--- src/rtl/cs_pkg.sv ---
// cs_pkg: shared types for the cs_decode_ovl device-select decoder.
// Bank nibble constants, overlay state enum, latched select bundle.
package cs_pkg;

  localparam logic [3:0] IACK_BANK  = 4'hF;
  localparam logic [3:0] VIA_BANK   = 4'hE;
  localparam logic [3:0] IWM_BANK   = 4'hD;
  localparam logic [3:0] SCC_W_BANK = 4'hB;
  localparam logic [3:0] SCC_R_BANK = 4'h9;
  localparam logic [3:0] SCSI_BANK  = 4'h5;
  localparam logic [3:0] CNT_MAX    = 4'hF;

  typedef enum logic [1:0] {
    OVL,
    COUNT,
    NORM
  } ovl_state_t;

  // vid_pg/snd_pg are the page hits without nWE; the
  // write qualification is always applied live.
  typedef struct packed {
    logic romcs4x;
    logic ramcs0x;
    logic romcs;
    logic ramcs;
    logic iacs;
    logic io_base;
    logic vid_pg;
    logic snd_pg;
    logic overlay;
  } sel_t;

  function automatic logic [3:0] cnt_inc(
    input logic [3:0] c
  );
    return (c == CNT_MAX) ? c : c + 4'd1;
  endfunction

endpackage

--- src/rtl/cs_decode_ovl_if.sv ---
// cs_decode_ovl_if: CPU bus inputs and device selects of the decoder.
// master = CPU/bench side, slave = decoder side.
interface cs_decode_ovl_if #(
  parameter int AW = 24
);
  logic [AW-9:0] A;
  logic          nWE;
  logic          BACT;
  logic          IOCS;
  logic          IOPWCS;
  logic          IACS;
  logic          ROMCS;
  logic          ROMCS4X;
  logic          RAMCS;
  logic          RAMCS0X;
  logic          SndRAMCSWR;
  logic          Overlay;
  logic          ROMWERR;

  modport master (
    output A, nWE, BACT,
    input  IOCS, IOPWCS, IACS, ROMCS, ROMCS4X,
    input  RAMCS, RAMCS0X, SndRAMCSWR, Overlay,
    input  ROMWERR
  );

  modport slave (
    input  A, nWE, BACT,
    output IOCS, IOPWCS, IACS, ROMCS, ROMCS4X,
    output RAMCS, RAMCS0X, SndRAMCSWR, Overlay,
    output ROMWERR
  );
endinterface

--- src/rtl/cs_overlay_fsm.sv ---
// cs_overlay_fsm: counted boot overlay (OVL -> COUNT -> NORM).
// In: CLK, nRES, BACT, rom_hit. Out: Overlay, cnt, ovl_d (next Overlay).
module cs_overlay_fsm
  import cs_pkg::*;
#(
  parameter int OVL_EXIT_COUNT = 1
) (
  input  logic       CLK,
  input  logic       nRES,
  input  logic       BACT,
  input  logic       rom_hit,
  output logic       Overlay,
  output logic [3:0] cnt,
  output logic       ovl_d
);

  localparam logic [3:0] EXIT_CNT = 4'(OVL_EXIT_COUNT);

  ovl_state_t state_q;
  logic       bact_q;
  logic       ovl_q;
  logic [3:0] cnt_q;
  logic [3:0] cnt_d;
  logic       hit;
  logic       leave;

  // rom_hit is the latched select of the cycle that just ended
  assign hit   = (state_q != NORM) && bact_q
              && !BACT && rom_hit;
  assign cnt_d = hit ? cnt_inc(cnt_q) : cnt_q;
  // Exit only while the bus is idle so Overlay is stable in a cycle
  assign leave = (state_q != NORM) && !BACT
              && (cnt_d >= EXIT_CNT);
  assign ovl_d = ovl_q && !leave;

  always_ff @(posedge CLK or negedge nRES) begin
    if (!nRES) begin
      state_q <= OVL;
      bact_q  <= 1'b0;
      cnt_q   <= 4'd0;
      ovl_q   <= 1'b1;
    end else begin
      bact_q <= BACT;
      cnt_q  <= cnt_d;
      ovl_q  <= ovl_d;
      if (leave) begin
        state_q <= NORM;
      end else if (hit) begin
        state_q <= COUNT;
      end
    end
  end

  assign Overlay = ovl_q;
  assign cnt     = cnt_q;

endmodule

--- src/rtl/cs_decode_ovl.sv ---
// cs_decode_ovl: A[AW-1:8] device-select decoder, selects held per bus cycle.
// Ports: CLK, nRES, bus (slave). Optional macro CS_ROMWP_EN: ROM write protect.
module cs_decode_ovl
  import cs_pkg::*;
#(
  parameter int          AW             = 24,
  parameter logic [3:0]  ROM_BANK       = 4'h4,
  parameter int          OVL_EXIT_COUNT = 1,
  parameter logic [15:0] VID_PAGE_MASK  = 16'hFCFC,
  parameter logic [15:0] SND_PAGE_MASK  = 16'h8400
) (
  input  logic            CLK,
  input  logic            nRES,
  cs_decode_ovl_if.slave  bus
);

  function automatic sel_t decode(
    input logic [AW-9:0] a,
    input logic          ovl
  );
    sel_t       s;
    logic [3:0] n;
    logic       top;
    n         = a[AW-9 -: 4];
    s.romcs4x = (n == ROM_BANK);
    s.ramcs0x = (a[AW-9 -: 2] == 2'b00);
    s.romcs   = ((n == 4'h0) && ovl) || s.romcs4x;
    s.ramcs   = s.ramcs0x && !ovl;
    // top 64k of the RAM banks
    top       = s.ramcs && (n[1:0] == 2'b11)
             && (&a[AW-13:8]);
    s.vid_pg  = top && VID_PAGE_MASK[a[7:4]];
    s.snd_pg  = top && SND_PAGE_MASK[a[7:4]];
    s.iacs    = (n == IACK_BANK)
             && (a[AW-13 -: 2] == 2'b11);
    s.io_base = (n >= SCSI_BANK) || (s.romcs4x && ovl);
    s.overlay = ovl;
    return s;
  endfunction

  logic       ovl;
  logic       ovl_d;
  logic [3:0] ovl_cnt;
  logic       rom_hit;
  logic       rom_blk;
  logic       wr;
  logic       vidwr;
  logic       sel_vld_q;
  sel_t       raw;
  sel_t       nxt;
  sel_t       sel_q;
  sel_t       cur;
  logic       unused_cnt;

  cs_overlay_fsm #(
    .OVL_EXIT_COUNT (OVL_EXIT_COUNT)
  ) u_fsm (
    .CLK     (CLK),
    .nRES    (nRES),
    .BACT    (bus.BACT),
    .rom_hit (rom_hit),
    .Overlay (ovl),
    .cnt     (ovl_cnt),
    .ovl_d   (ovl_d)
  );

  assign unused_cnt = ^ovl_cnt;

  assign raw = decode(bus.A, ovl);
  // Latch with the Overlay the next cycle will actually run under
  assign nxt = decode(bus.A, ovl_d);

  always_ff @(posedge CLK or negedge nRES) begin
    if (!nRES) begin
      sel_q     <= '0;
      sel_vld_q <= 1'b0;
    end else if (!bus.BACT) begin
      sel_q     <= nxt;
      sel_vld_q <= 1'b1;
    end
  end

  // A cycle already running when reset lifts has no latch yet
  assign cur   = (bus.BACT && sel_vld_q) ? sel_q : raw;
  assign wr    = !bus.nWE;
  assign vidwr = cur.vid_pg && wr;

`ifdef CS_ROMWP_EN
  logic wr_q;
  logic bq_q;
  logic err_q;

  always_ff @(posedge CLK or negedge nRES) begin
    if (!nRES) begin
      wr_q  <= 1'b0;
      bq_q  <= 1'b0;
      err_q <= 1'b0;
    end else begin
      bq_q  <= bus.BACT;
      wr_q  <= bus.BACT && (wr_q || wr);
      err_q <= bq_q && !bus.BACT
            && sel_q.romcs && wr_q;
    end
  end

  assign rom_hit     = sel_q.romcs4x && !wr_q;
  assign rom_blk     = wr;
  assign bus.ROMWERR = err_q;
`else
  assign rom_hit     = sel_q.romcs4x;
  assign rom_blk     = 1'b0;
  assign bus.ROMWERR = 1'b0;
`endif

  assign bus.IOCS       = cur.io_base || vidwr;
  assign bus.IOPWCS     = vidwr;
  assign bus.IACS       = cur.iacs;
  assign bus.ROMCS      = cur.romcs && !rom_blk;
  assign bus.ROMCS4X    = cur.romcs4x && !rom_blk;
  assign bus.RAMCS      = cur.ramcs;
  assign bus.RAMCS0X    = cur.ramcs0x;
  assign bus.SndRAMCSWR = cur.snd_pg && wr && !vidwr;
  assign bus.Overlay    = cur.overlay;

endmodule
--- src/flat_wrapper.sv ---
// flat-port wrapper written by rule: the top's interface ports become plain ports
module cs_decode_ovl_flat import cs_pkg::*;
#(
  parameter int          AW             = 24,
  parameter logic [3:0]  ROM_BANK       = 4'h4,
  parameter int          OVL_EXIT_COUNT = 1,
  parameter logic [15:0] VID_PAGE_MASK  = 16'hFCFC,
  parameter logic [15:0] SND_PAGE_MASK  = 16'h8400
)
  (CLK, nRES, bus_A, bus_nWE, bus_BACT, bus_IOCS, bus_IOPWCS, bus_IACS, bus_ROMCS, bus_ROMCS4X, bus_RAMCS, bus_RAMCS0X, bus_SndRAMCSWR, bus_Overlay, bus_ROMWERR);
  cs_decode_ovl_if #(.AW(AW)) bus_i ();
  input  logic CLK;
  input  logic nRES;
  input wire logic [$bits(bus_i.A)-1:0] bus_A;
  input wire logic [$bits(bus_i.nWE)-1:0] bus_nWE;
  input wire logic [$bits(bus_i.BACT)-1:0] bus_BACT;
  output wire logic [$bits(bus_i.IOCS)-1:0] bus_IOCS;
  output wire logic [$bits(bus_i.IOPWCS)-1:0] bus_IOPWCS;
  output wire logic [$bits(bus_i.IACS)-1:0] bus_IACS;
  output wire logic [$bits(bus_i.ROMCS)-1:0] bus_ROMCS;
  output wire logic [$bits(bus_i.ROMCS4X)-1:0] bus_ROMCS4X;
  output wire logic [$bits(bus_i.RAMCS)-1:0] bus_RAMCS;
  output wire logic [$bits(bus_i.RAMCS0X)-1:0] bus_RAMCS0X;
  output wire logic [$bits(bus_i.SndRAMCSWR)-1:0] bus_SndRAMCSWR;
  output wire logic [$bits(bus_i.Overlay)-1:0] bus_Overlay;
  output wire logic [$bits(bus_i.ROMWERR)-1:0] bus_ROMWERR;
  assign bus_i.A = bus_A;
  assign bus_i.nWE = bus_nWE;
  assign bus_i.BACT = bus_BACT;
  assign bus_IOCS = bus_i.IOCS;
  assign bus_IOPWCS = bus_i.IOPWCS;
  assign bus_IACS = bus_i.IACS;
  assign bus_ROMCS = bus_i.ROMCS;
  assign bus_ROMCS4X = bus_i.ROMCS4X;
  assign bus_RAMCS = bus_i.RAMCS;
  assign bus_RAMCS0X = bus_i.RAMCS0X;
  assign bus_SndRAMCSWR = bus_i.SndRAMCSWR;
  assign bus_Overlay = bus_i.Overlay;
  assign bus_ROMWERR = bus_i.ROMWERR;
  cs_decode_ovl #(.AW(AW), .ROM_BANK(ROM_BANK), .OVL_EXIT_COUNT(OVL_EXIT_COUNT), .VID_PAGE_MASK(VID_PAGE_MASK), .SND_PAGE_MASK(SND_PAGE_MASK)) u_core (.CLK(CLK), .nRES(nRES), .bus(bus_i));
endmodule
--- config.mk ---
export PLATFORM = sky130hd
export DESIGN_NAME = cs_decode_ovl_flat
export DESIGN_NICKNAME = d
export VERILOG_FILES = /design/src/rtl/cs_pkg.sv /design/src/rtl/cs_decode_ovl_if.sv /design/src/rtl/cs_overlay_fsm.sv /design/src/rtl/cs_decode_ovl.sv /design/src/flat_wrapper.sv
export SDC_FILE = /design/constraint.sdc
export NUM_CORES = 1
export LEC_CHECK = 0
export ABC_AREA = 1
export CORE_MARGIN = 2
export CORE_UTILIZATION = 25
export CTS_BUF_LIST = sky130_fd_sc_hd__clkbuf_16
export DETAILED_ROUTE_END_ITERATION = 10
export SYNTH_ARGS = -nofsm -noshare
export SYNTH_HDL_FRONTEND = slang
export SYNTH_SLANG_ARGS = --single-unit
--- constraint.sdc ---
create_clock -name CLK -period 1.8 [get_ports CLK]
set_input_delay 0.27 -clock CLK [delete_from_list [all_inputs] [get_ports CLK]]
set_output_delay 0.27 -clock CLK [all_outputs]
set_load 0.02 [all_outputs]
==> metrics.cfg, run 1 <==
[clocking]
numCtsBuffers=3
clockBufferDepth=2
clk_pin_slew_ns=0.06
clock_latency_ns=0.25
htreeDepth=1
cts_tree=built
hold_buffers=0
post_cts_buffers=0
cts-root-buf=clkbuf_16
clock-sinks=18

[global_route]
antenna_found_initial=0
grt_overflow_total=0
grt_pass1_vias=1058
track_usage_pct=13.1
grt_pass1_wl_um=4550
grt_max_degree=19

[logic_synthesis]
synth_top_area_share_pct=41.2
postSynth.asyncResetShare_pct=100
synth_ff_type=dfrtp_1
ys_seq_area_share_pct=43.8
syn-num-nets=164
synth-seq-cells=18
ys_types=25
synth_top_area_cell=dfrtp_1
synth_area_leaders=dfrtp_1 41%, nand2_1 18%, inv_1 5.5%, nor2_1 5.1%, nand3_1 4.4%
netlist_instances=143
synth-edff-count=0
postSynthAreaPerCell_um2=7.22
synthesis.area_um2=1030
synth_warnings=0

[drt]
firstDrtPassIters=4
drt_iter0_drc=62
wl_um=2520
drtAntennaViolNets=0
wire_per_inst_um=10.4
drc=0
viasPerCell=4.40
via_count=1060

[critical_path]
cp_data_arrival_time_ns=1.43
cpMaxStageDelayCell=clkdlybuf4s50_1
cp-end-kind=output pin
crit-reg2reg-launch=u_core.u_fsm.cnt[0]$_DFF_PN0_
worst_setup_path_start_kind=primary input
crit_path_max_fanout=2
critPathKind=in -> out
cpPeakStageDelay_ns=0.47
worstPathRequired_ns=1.53
critPathLaunch=bus_A[4]
crit_path_cell_trace=clkdlybuf4s50_1 -> xnor2_1 -> nand3_1 -> nor2_2 -> a22oi_1 -> nor3_2 -> buf_4
r2r.worst_path.cells=12

[sta]
hold_viol_final=0
rsz0062_at_grt=true
max_freq_ghz=0.588
min_period_over_period_pct=94.5
period_needed_ns=1.70
skew_ns=0.00581
maxSlewViolCount=0
finalSetupViolCount=0

[min_path]
hp-class=in -> async

[floorplan]
dieWidth_um=68.3
coreArea_um2=4000
die_h_um=68.3
ios=30
placementRows=23
dieArea_um2=4660
initial_core_util_pct=25.8

[finish]
regArea_um2=454
final_cell_area_um2=1600
multiInputGateArea_um2=542
fillers=413
drive_above_1_share_pct=29.8
final_nets=213
areaGrowthSynthToFinish_pct=54.5
antenna_cells=0

[placement]
portBuffers=24
dp_hpwl_um=1890
routabilityCongestion=0.768
placed_cell_area_um2=1490

[status]
status=finished clean

[pwr]
ir_worst_vdd_v=0.000301
p_leak_nw=0.801
power_mw=1.24
cellPowerDensity_nw_per_um2=777

[job]
maxCapViolations=0

## registers in the layout, summed over array words and instances, names as in the netlist
name                  flops
u_core.u_fsm.state_q      2
u_core.u_fsm.cnt          4
u_core.sel_q              8
u_core.u_fsm.bact_q       1
u_core.rom_hit            1
u_core.sel_vld_q          1
u_core.u_fsm.Overlay      1
## layout by cell type (no fill, tap or decap), types with 4 or more instances in the layout
cell type / instances
nand4_1: 4
dlymetal6s2s_1: 4
inv_1: 16
nor2_1: 9
buf_4: 22
dlygate4sd2_1: 5
dfrtp_1: 15
o21ai_0: 9
clkdlybuf4s50_1: 5
nand2_1: 48
nor2_2: 6
nand3_1: 8
## worst max-delay path, delay by kind of cell
kind	cells	cell delay (ns)
xor gates and xnor gates	1	0.11
buffers and inverters	2	0.63
AOI/OAI and AO/OA	1	0.08
and+or+nand+nor	3	0.34
## what timing repair did
action | CTS | global route
endpoints found under the setup margin | 9 | 13
resized for setup | 47 | 18
pin swaps | 10 | 9
## synthesized netlist by cell type, drive strengths merged, types with 2 or more instances
cell type / count
dfrtp: 17
a22oi: 2
nor2: 16
o21ai: 12
nor3: 2
nand3: 10
nand2: 53
inv: 17
nand4: 4
a21oi: 3
## per-stage QoR
stage | utilization [%] | worst slack [ns] | setup TNS (ns) | std cells | hold slack (ns)
floorplan | - | 0.0949 | 0 | 143 | -0.0256
global placement | 37.2 | -0.650 | -5.05 | 237 | 0.465
detailed placement | 37.2 | -0.674 | -5.12 | 237 | 0.473
CTS | 39.1 | 0.00463 | 0 | 241 | 0.358
global route | 39.9 | -0.0169 | -0.0257 | 241 | 0.377
finish | 39.9 | 0.0998 | 0 | 241 | 0.344
## layer usage
metal	GRT usage, %	vias to the layer above	wire length (um)
li1	-	549	-
met1	14.9	484	1110
met3	3.13	4	106
met2	23.7	23	1270
met4	4.50	0	34
met5	0	-	0
## power by group
part,total [mW],switching [mW],internal [mW]
clock,0.453,0.157,0.296
sequential,0.489,0.0426,0.447
combinational,0.298,0.161,0.137
total,1.24,0.361,0.879
## logic make-up (layout without fill, tap and decap cells)
family | Yosys count | count (layout) | share of synthesized area (%)
compound gates | 18 | 18 | 9.82
buf+inv | 19 | 67 | 7.27
xor+xnor | 1 | 1 | 0.849
fa+ha+maj | 1 | 1 | 1.21
simple gates | 85 | 85 | 36.7
other cells | 1 | 1 | 0.363
flops | 18 | 18 | 43.8
## area by class of cell
cell class / instances / area share [%]
Clock buffer: 3 / 4.71
Clock inverter: 1 / 0.235
Inverter: 17 / 4.00
Multi-Input combinational cell: 106 / 34.0
Sequential cell: 18 / 28.5
Tap cell: 50 / 3.92
Timing Repair Buffer: 46 / 24.7
## final timing paths
check,slack [ns],endpoint
max,0.1,bus_SndRAMCSWR
max reg2reg,0.19,u_core.sel_q[3]$_DFFE_PN0N_
min,0.34,u_core.sel_q[3]$_DFFE_PN0N_
min in group CLK,0.37,u_core.u_fsm.bact_q$_DFF_PN0_
max in group asynchronous,1.19,u_core.u_fsm.Overlay$_DFF_PN1_
min reg2reg,0.48,u_core.u_fsm.state_q[1]$_DFFE_PN0P_
No activity file was read; power rests on OpenSTA's default activity.
==> run 2: changes to the inputs <==
--- a/config.mk
+++ b/config.mk
@@ -6,10 +6,10 @@
 export NUM_CORES = 1
 export LEC_CHECK = 0
 export ABC_AREA = 1
-export CORE_MARGIN = 2
 export CORE_UTILIZATION = 25
 export CTS_BUF_LIST = sky130_fd_sc_hd__clkbuf_16
 export DETAILED_ROUTE_END_ITERATION = 10
+export HOLD_SLACK_MARGIN = 0.02
 export SYNTH_ARGS = -nofsm -noshare
 export SYNTH_HDL_FRONTEND = slang
 export SYNTH_SLANG_ARGS = --single-unit
==> metrics.cfg, run 2 (synthesis results as in run 1) <==
[drt]
drt_iter0_drc=19  ; was 62
firstDrtPassIters=2  ; was 4
drtAntennaViolNets=0  ; unchanged
drc=0  ; unchanged
wl_um=2830  ; was 2520 um
via_count=1123  ; was 1060
viasPerCell=4.46  ; was 4.40
wire_per_inst_um=11.2  ; was 10.4 um

[status]
status=finished clean  ; unchanged

[global_route]
grt_overflow_total=0  ; unchanged
track_usage_pct=14.6  ; was 13.1%
grt_pass1_vias=1156  ; was 1058
antenna_found_initial=0  ; unchanged
grt_pass1_wl_um=4860  ; was 4550 um
grt_max_degree=19  ; unchanged

[sta]
min_period_over_period_pct=99.7  ; was 94.5%
skew_ns=0.00347  ; was 0.00581 ns
hold_viol_final=0  ; unchanged
maxSlewViolCount=0  ; unchanged
rsz0062_at_grt=true  ; unchanged
max_freq_ghz=0.557  ; was 0.588 GHz
finalSetupViolCount=0  ; unchanged
period_needed_ns=1.80  ; was 1.70 ns

[floorplan]
placementRows=22  ; was 23
dieWidth_um=66.3  ; was 68.3 um
coreArea_um2=3800  ; was 4000 um2
ios=30  ; unchanged
dieArea_um2=4390  ; was 4660 um2
initial_core_util_pct=27.2  ; was 25.8%
die_h_um=66.3  ; was 68.3 um

[placement]
portBuffers=24  ; unchanged
dp_hpwl_um=1910  ; was 1890 um
routabilityCongestion=0.799  ; was 0.768
placedCellCount=236  ; was 237

[clocking]
htreeDepth=1  ; unchanged
cts_tree=built  ; unchanged
clock-sinks=18  ; unchanged
clk_pin_slew_ns=0.05  ; was 0.06 ns
clock_latency_ns=0.25  ; about the same
cts-root-buf=clkbuf_16  ; unchanged
hold_buffers=0  ; unchanged
clockBufferDepth=2  ; unchanged
numCtsBuffers=3  ; unchanged

[finish]
stdcell_count=252  ; was 241
largest_register=u_core.sel_q  ; unchanged
final_nets=226  ; was 213
antenna_cells=0  ; unchanged
fillers=400  ; was 413
largest_register_ffs=8  ; unchanged
drive_above_1_share_pct=35.8  ; was 29.8%
final_common_cell=nand2_1  ; unchanged
areaGrowthSynthToFinish_pct=65.2  ; was 54.5%
fin_util_pct=44.9  ; was 39.9%
layout_common_cells=48 x nand2_1, 33 x buf_4, 16 x dfrtp_1  ; was 48 x nand2_1, 22 x buf_4, 16 x inv_1

[pwr]
p_int_mw=0.902  ; was 0.879 mW
p_leak_nw=0.849  ; was 0.801 nW
swShare_pct=29.1  ; about the same
cellPowerDensity_nw_per_um2=746  ; was 777 nW/um2
pwr-share-comb_pct=25.8  ; was 24.0%
seq_power_share_pct=38.7  ; was 39.4%
p_switching_mw=0.371  ; was 0.361 mW
ir_worst_vdd_v=0.000329  ; was 0.000301 V
power_mw=1.27  ; was 1.24 mW
p_clk_share_pct=35.6  ; was 36.5%

[critical_path]
worstPathRequired_ns=1.53  ; about the same
reg2reg_to=u_core.sel_q[2]$_DFFE_PN0N_  ; was u_core.sel_q[3]$_DFFE_PN0N_
r2r.worst_path.cells=12  ; unchanged
crit-reg2reg-launch=u_core.u_fsm.cnt[0]$_DFF_PN0_  ; unchanged
cp_data_arrival_time_ns=1.53  ; was 1.43 ns
critPathKind=in -> out  ; unchanged
cp-end-kind=output pin  ; unchanged
crit_path_max_fanout=2  ; unchanged
worst_setup_path_start_kind=primary input  ; unchanged
rrSetupSlack_ns=0.23  ; was 0.19 ns

[job]
maxCapViolations=0  ; unchanged

[min_path]
min-delay-start=bus_BACT
hold_depth=2
min_to=u_core.u_fsm.bact_q$_DFF_PN0_
hp-class=in -> reg  ; was in -> async

-- run 2: worst max-delay path by stage --
stage,from,to,slack (ns),cells after the start
6_report,bus_A[4],bus_SndRAMCSWR,0.005,7
3_3_place_gp,bus_A[12],bus_IOCS,-0.66,10
4_1_cts,bus_A[14],bus_IOCS,-0.007,9
2_1_floorplan,u_core.sel_vld_q$_DFFE_PN0N_,bus_IOCS,0.09,7
5_1_grt,bus_A[4],bus_SndRAMCSWR,-0.09,7
3_5_place_dp,bus_A[12],bus_IOCS,-0.69,10
-- run 2: per-stage QoR --
| step | cell area (um2) | worst slack (ns) | hold WS, ns | TNS, ns |
|---|---|---|---|---|
| after floorplan | 1030 | 0.0949 | -0.0256 | 0 |
| after global placement | 1510 | -0.658 | 0.464 | -4.69 |
| after detailed placement | 1510 | -0.694 | 0.475 | -4.93 |
| after CTS | 1660 | -0.00684 | 0.356 | -0.00684 |
| after global routing | 1710 | -0.0938 | 0.336 | -0.0975 |
| final | 1710 | 0.00452 | 0.325 | 0 |
-- run 2: area by class of cell --
cell class	count	area [um2]	share of cell area, %
clock buffer	3	75.1	4.40
clock inverter	1	3.75	0.220
inverter	17	66.3	3.89
multi-input combinational	106	554	32.5
sequential	18	453	26.6
tap	48	60.1	3.52
timing repair buffer	59	493	28.9
-- run 2: what timing repair did --
action                                  in CTS  in global routing
gates resized for setup                     51                 21
endpoints found under the setup margin       9                 15
pin swaps                                   12                 15
buffers inserted                             9                  3
-- run 2: per-layer routing --
| layer | track usage (%) | up-vias | part of all wire [%] |
|---|---|---|---|
| li1 | - | 576 | - |
| met4 | 6.91 | 0 | 2.8 |
| met3 | 3.45 | 10 | 3.2 |
| met5 | 0 | - | 0 |
| met2 | 26.0 | 25 | 50 |
| met1 | 16.2 | 512 | 44 |
-- run 2: critical path, cell delays in order --
cell,delay (ns)
clkdlybuf4s50_1,0.47
xnor2_1,0.11
nand3_1,0.10
nor2_2,0.15
a22oi_2,0.09
nor3_2,0.17
buf_4,0.16
-- run 2: power groups by stage --
| stage | combinational (mW) | sequential (mW) | clock [mW] |
|---|---|---|---|
| after floorplan | 0.180 | 0.483 | 0 |
| after global placement | 0.312 | 0.491 | 0 |
| after detailed placement | 0.316 | 0.492 | 0 |
| after CTS | 0.315 | 0.485 | 0.466 |
| after global routing | 0.372 | 0.500 | 0.484 |
| final | 0.328 | 0.492 | 0.453 |
==> run 3: changes to the inputs <==
--- a/config.mk
+++ b/config.mk
@@ -13,3 +13,4 @@
 export SYNTH_ARGS = -nofsm -noshare
 export SYNTH_HDL_FRONTEND = slang
 export SYNTH_SLANG_ARGS = --single-unit
+export TNS_END_PERCENT = 50
==> metrics.cfg, run 3 (synthesis results as in run 1) <==
[clocking]
cts_tree=built  ; unchanged
clk_pin_slew_ns=0.05  ; about the same
clock-sinks=18  ; unchanged
clock_latency_ns=0.25  ; about the same
clockBufferDepth=2  ; unchanged
htreeDepth=1  ; unchanged
numCtsBuffers=3  ; unchanged
hold_buffers=0  ; unchanged
cts-root-buf=clkbuf_16  ; unchanged

[sta]
rsz0062_at_grt=true  ; unchanged
finalSetupViolCount=0  ; unchanged
timing.final.ws_setup_ns=0.00459  ; was 0.00452 ns
maxSlewViolCount=0  ; unchanged
fin_setup_tns_ns=0  ; unchanged
min_period_over_period_pct=99.7  ; about the same
max_freq_ghz=0.557  ; about the same
period_needed_ns=1.80  ; about the same
skew_ns=0.00347  ; unchanged
hold_viol_final=0  ; unchanged

[critical_path]
crit_buf_inv=2  ; unchanged
worstPathRequired_ns=1.53  ; about the same
crit_family=buffers and inverters  ; unchanged
cpPeakStageDelay_ns=0.47  ; about the same
crit_path_max_fanout=2  ; unchanged
cp_data_arrival_time_ns=1.53  ; about the same
cpMaxStageDelayCell=clkdlybuf4s50_1  ; unchanged
crit_path_cell_trace=clkdlybuf4s50_1 -> xnor2_1 -> nand3_1 -> nor2_2 -> a22oi_2 -> nor3_2 -> buf_4  ; unchanged
cp-end-kind=output pin  ; unchanged
critPathKind=in -> out  ; unchanged
worst_setup_path_start_kind=primary input  ; unchanged

[drt]
drc=0  ; unchanged
wl_met2_um=1410  ; about the same
drtAntennaViolNets=0  ; unchanged
wire_per_inst_um=11.2  ; about the same
firstDrtPassIters=2  ; unchanged
via_count=1123  ; unchanged
viasPerCell=4.46  ; unchanged
wl_um=2830  ; about the same
wl_met1_um=1250  ; about the same
top_layer=met4  ; unchanged
wl_met3_um=91  ; unchanged
drt_iter0_drc=17  ; was 19

[global_route]
track_usage_pct=14.6  ; unchanged
grt_max_degree=19  ; unchanged
antenna_found_initial=0  ; unchanged
grt_pass1_vias=1156  ; unchanged
grt_pass1_wl_um=4860  ; unchanged
grt_overflow_total=0  ; unchanged

[finish]
stdcell_count=252  ; unchanged
largest_register_ffs=8  ; unchanged
drive_above_1_share_pct=35.8  ; unchanged
final_common_cell=nand2_1  ; unchanged
areaGrowthSynthToFinish_pct=64.6  ; was 65.2%
largest_register=u_core.sel_q  ; unchanged
layout_common_cells=48 x nand2_1, 33 x buf_4, 16 x dfrtp_1  ; unchanged
final_cell_area_um2=1700  ; was 1710 um2
antenna_cells=0  ; unchanged
final_nets=226  ; unchanged

[placement]
dp_hpwl_um=1910  ; unchanged
portBuffers=24  ; unchanged
routabilityCongestion=0.799  ; unchanged
pre_cts_slack_ns=-0.694  ; unchanged
placedCellCount=236  ; unchanged
placed_cell_area_um2=1510  ; unchanged

[floorplan]
coreArea_um2=3800  ; unchanged
dieArea_um2=4390  ; unchanged
initial_core_util_pct=27.2  ; unchanged
placementRows=22  ; unchanged
ios=30  ; unchanged
dieWidth_um=66.3  ; unchanged
die_h_um=66.3  ; unchanged

[status]
status=finished clean  ; unchanged

[pwr]
p_leak_nw=0.850  ; was 0.849 nW
ir_worst_vdd_v=0.000329  ; about the same
cellPowerDensity_nw_per_um2=749  ; was 746 nW/um2

[min_path]
hp-class=in -> reg  ; unchanged

[job]
maxCapViolations=0  ; unchanged

## run 3: cell count changes in the layout (fill, tap and decap cells not counted), sizes merged
cell           previous run  this run
clkbuf                    8         9
clkdlybuf4s15             3         2
## run 3: layout make-up
| type | count | area, um2 |
|---|---|---|
| well taps | 48 | 60.1 |
| flip-flops and latches | 18 | 453 |
| multi-input cells | 106 | 554 |
| fillers | 400 | 2100 |
| repair buffers | 59 | 487 |
| clock inverters | 1 | 3.75 |
| clock buffers | 3 | 75.1 |
| inverters | 17 | 66.3 |
## run 3: timing repair
action / CTS / global route
gates resized for setup: 49 / 23
hold endpoints to repair: 0 / 0
endpoints found under the setup margin: 9 / 15
pin swaps: 12 / 15
setup buffers: 9 / 3
## run 3: through the flow
step / hold slack (ns) / total power [mW] / utilization, %
2_1_floorplan: -0.0256 / 0.663 / -
6_report: 0.325 / 1.27 / 44.7
3_3_place_gp: 0.464 / 0.803 / 39.7
3_5_place_dp: 0.475 / 0.808 / 39.7
4_1_cts: 0.356 / 1.27 / 43.7
5_1_grt: 0.336 / 1.36 / 44.7
## run 3: path summary, 6_finish.rpt
check                                                   start                              to  slack (ns)  depth (start not counted)
worst max-delay path                                 bus_A[4]                  bus_SndRAMCSWR       0.005                          7
worst min-delay path                                 bus_BACT   u_core.u_fsm.bact_q$_DFF_PN0_        0.33                          2
worst max register to register  u_core.u_fsm.cnt[0]$_DFF_PN0_     u_core.sel_q[2]$_DFFE_PN0N_        0.23                         12
worst min register to register    u_core.sel_q[3]$_DFFE_PN0N_     u_core.sel_q[3]$_DFFE_PN0N_        0.49                          2
max in group asynchronous                                nRES  u_core.u_fsm.Overlay$_DFF_PN1_        1.19                          2
min in group asynchronous                                nRES    u_core.sel_vld_q$_DFFE_PN0N_        0.35                          2
## run 3: where the power goes
group | leakage, nW | internal [mW] | switching (mW)
clock | 0.0385 | 0.296 | 0.157
sequential | 0.225 | 0.446 | 0.0457
combinational | 0.586 | 0.160 | 0.168
total | 0.850 | 0.902 | 0.370
## run 3: routing by layer
metal	vias up	track usage [%]
li1	576	-
met4	0	6.91
met3	10	3.45
met2	25	26.0
met1	512	16.2
met5	-	0
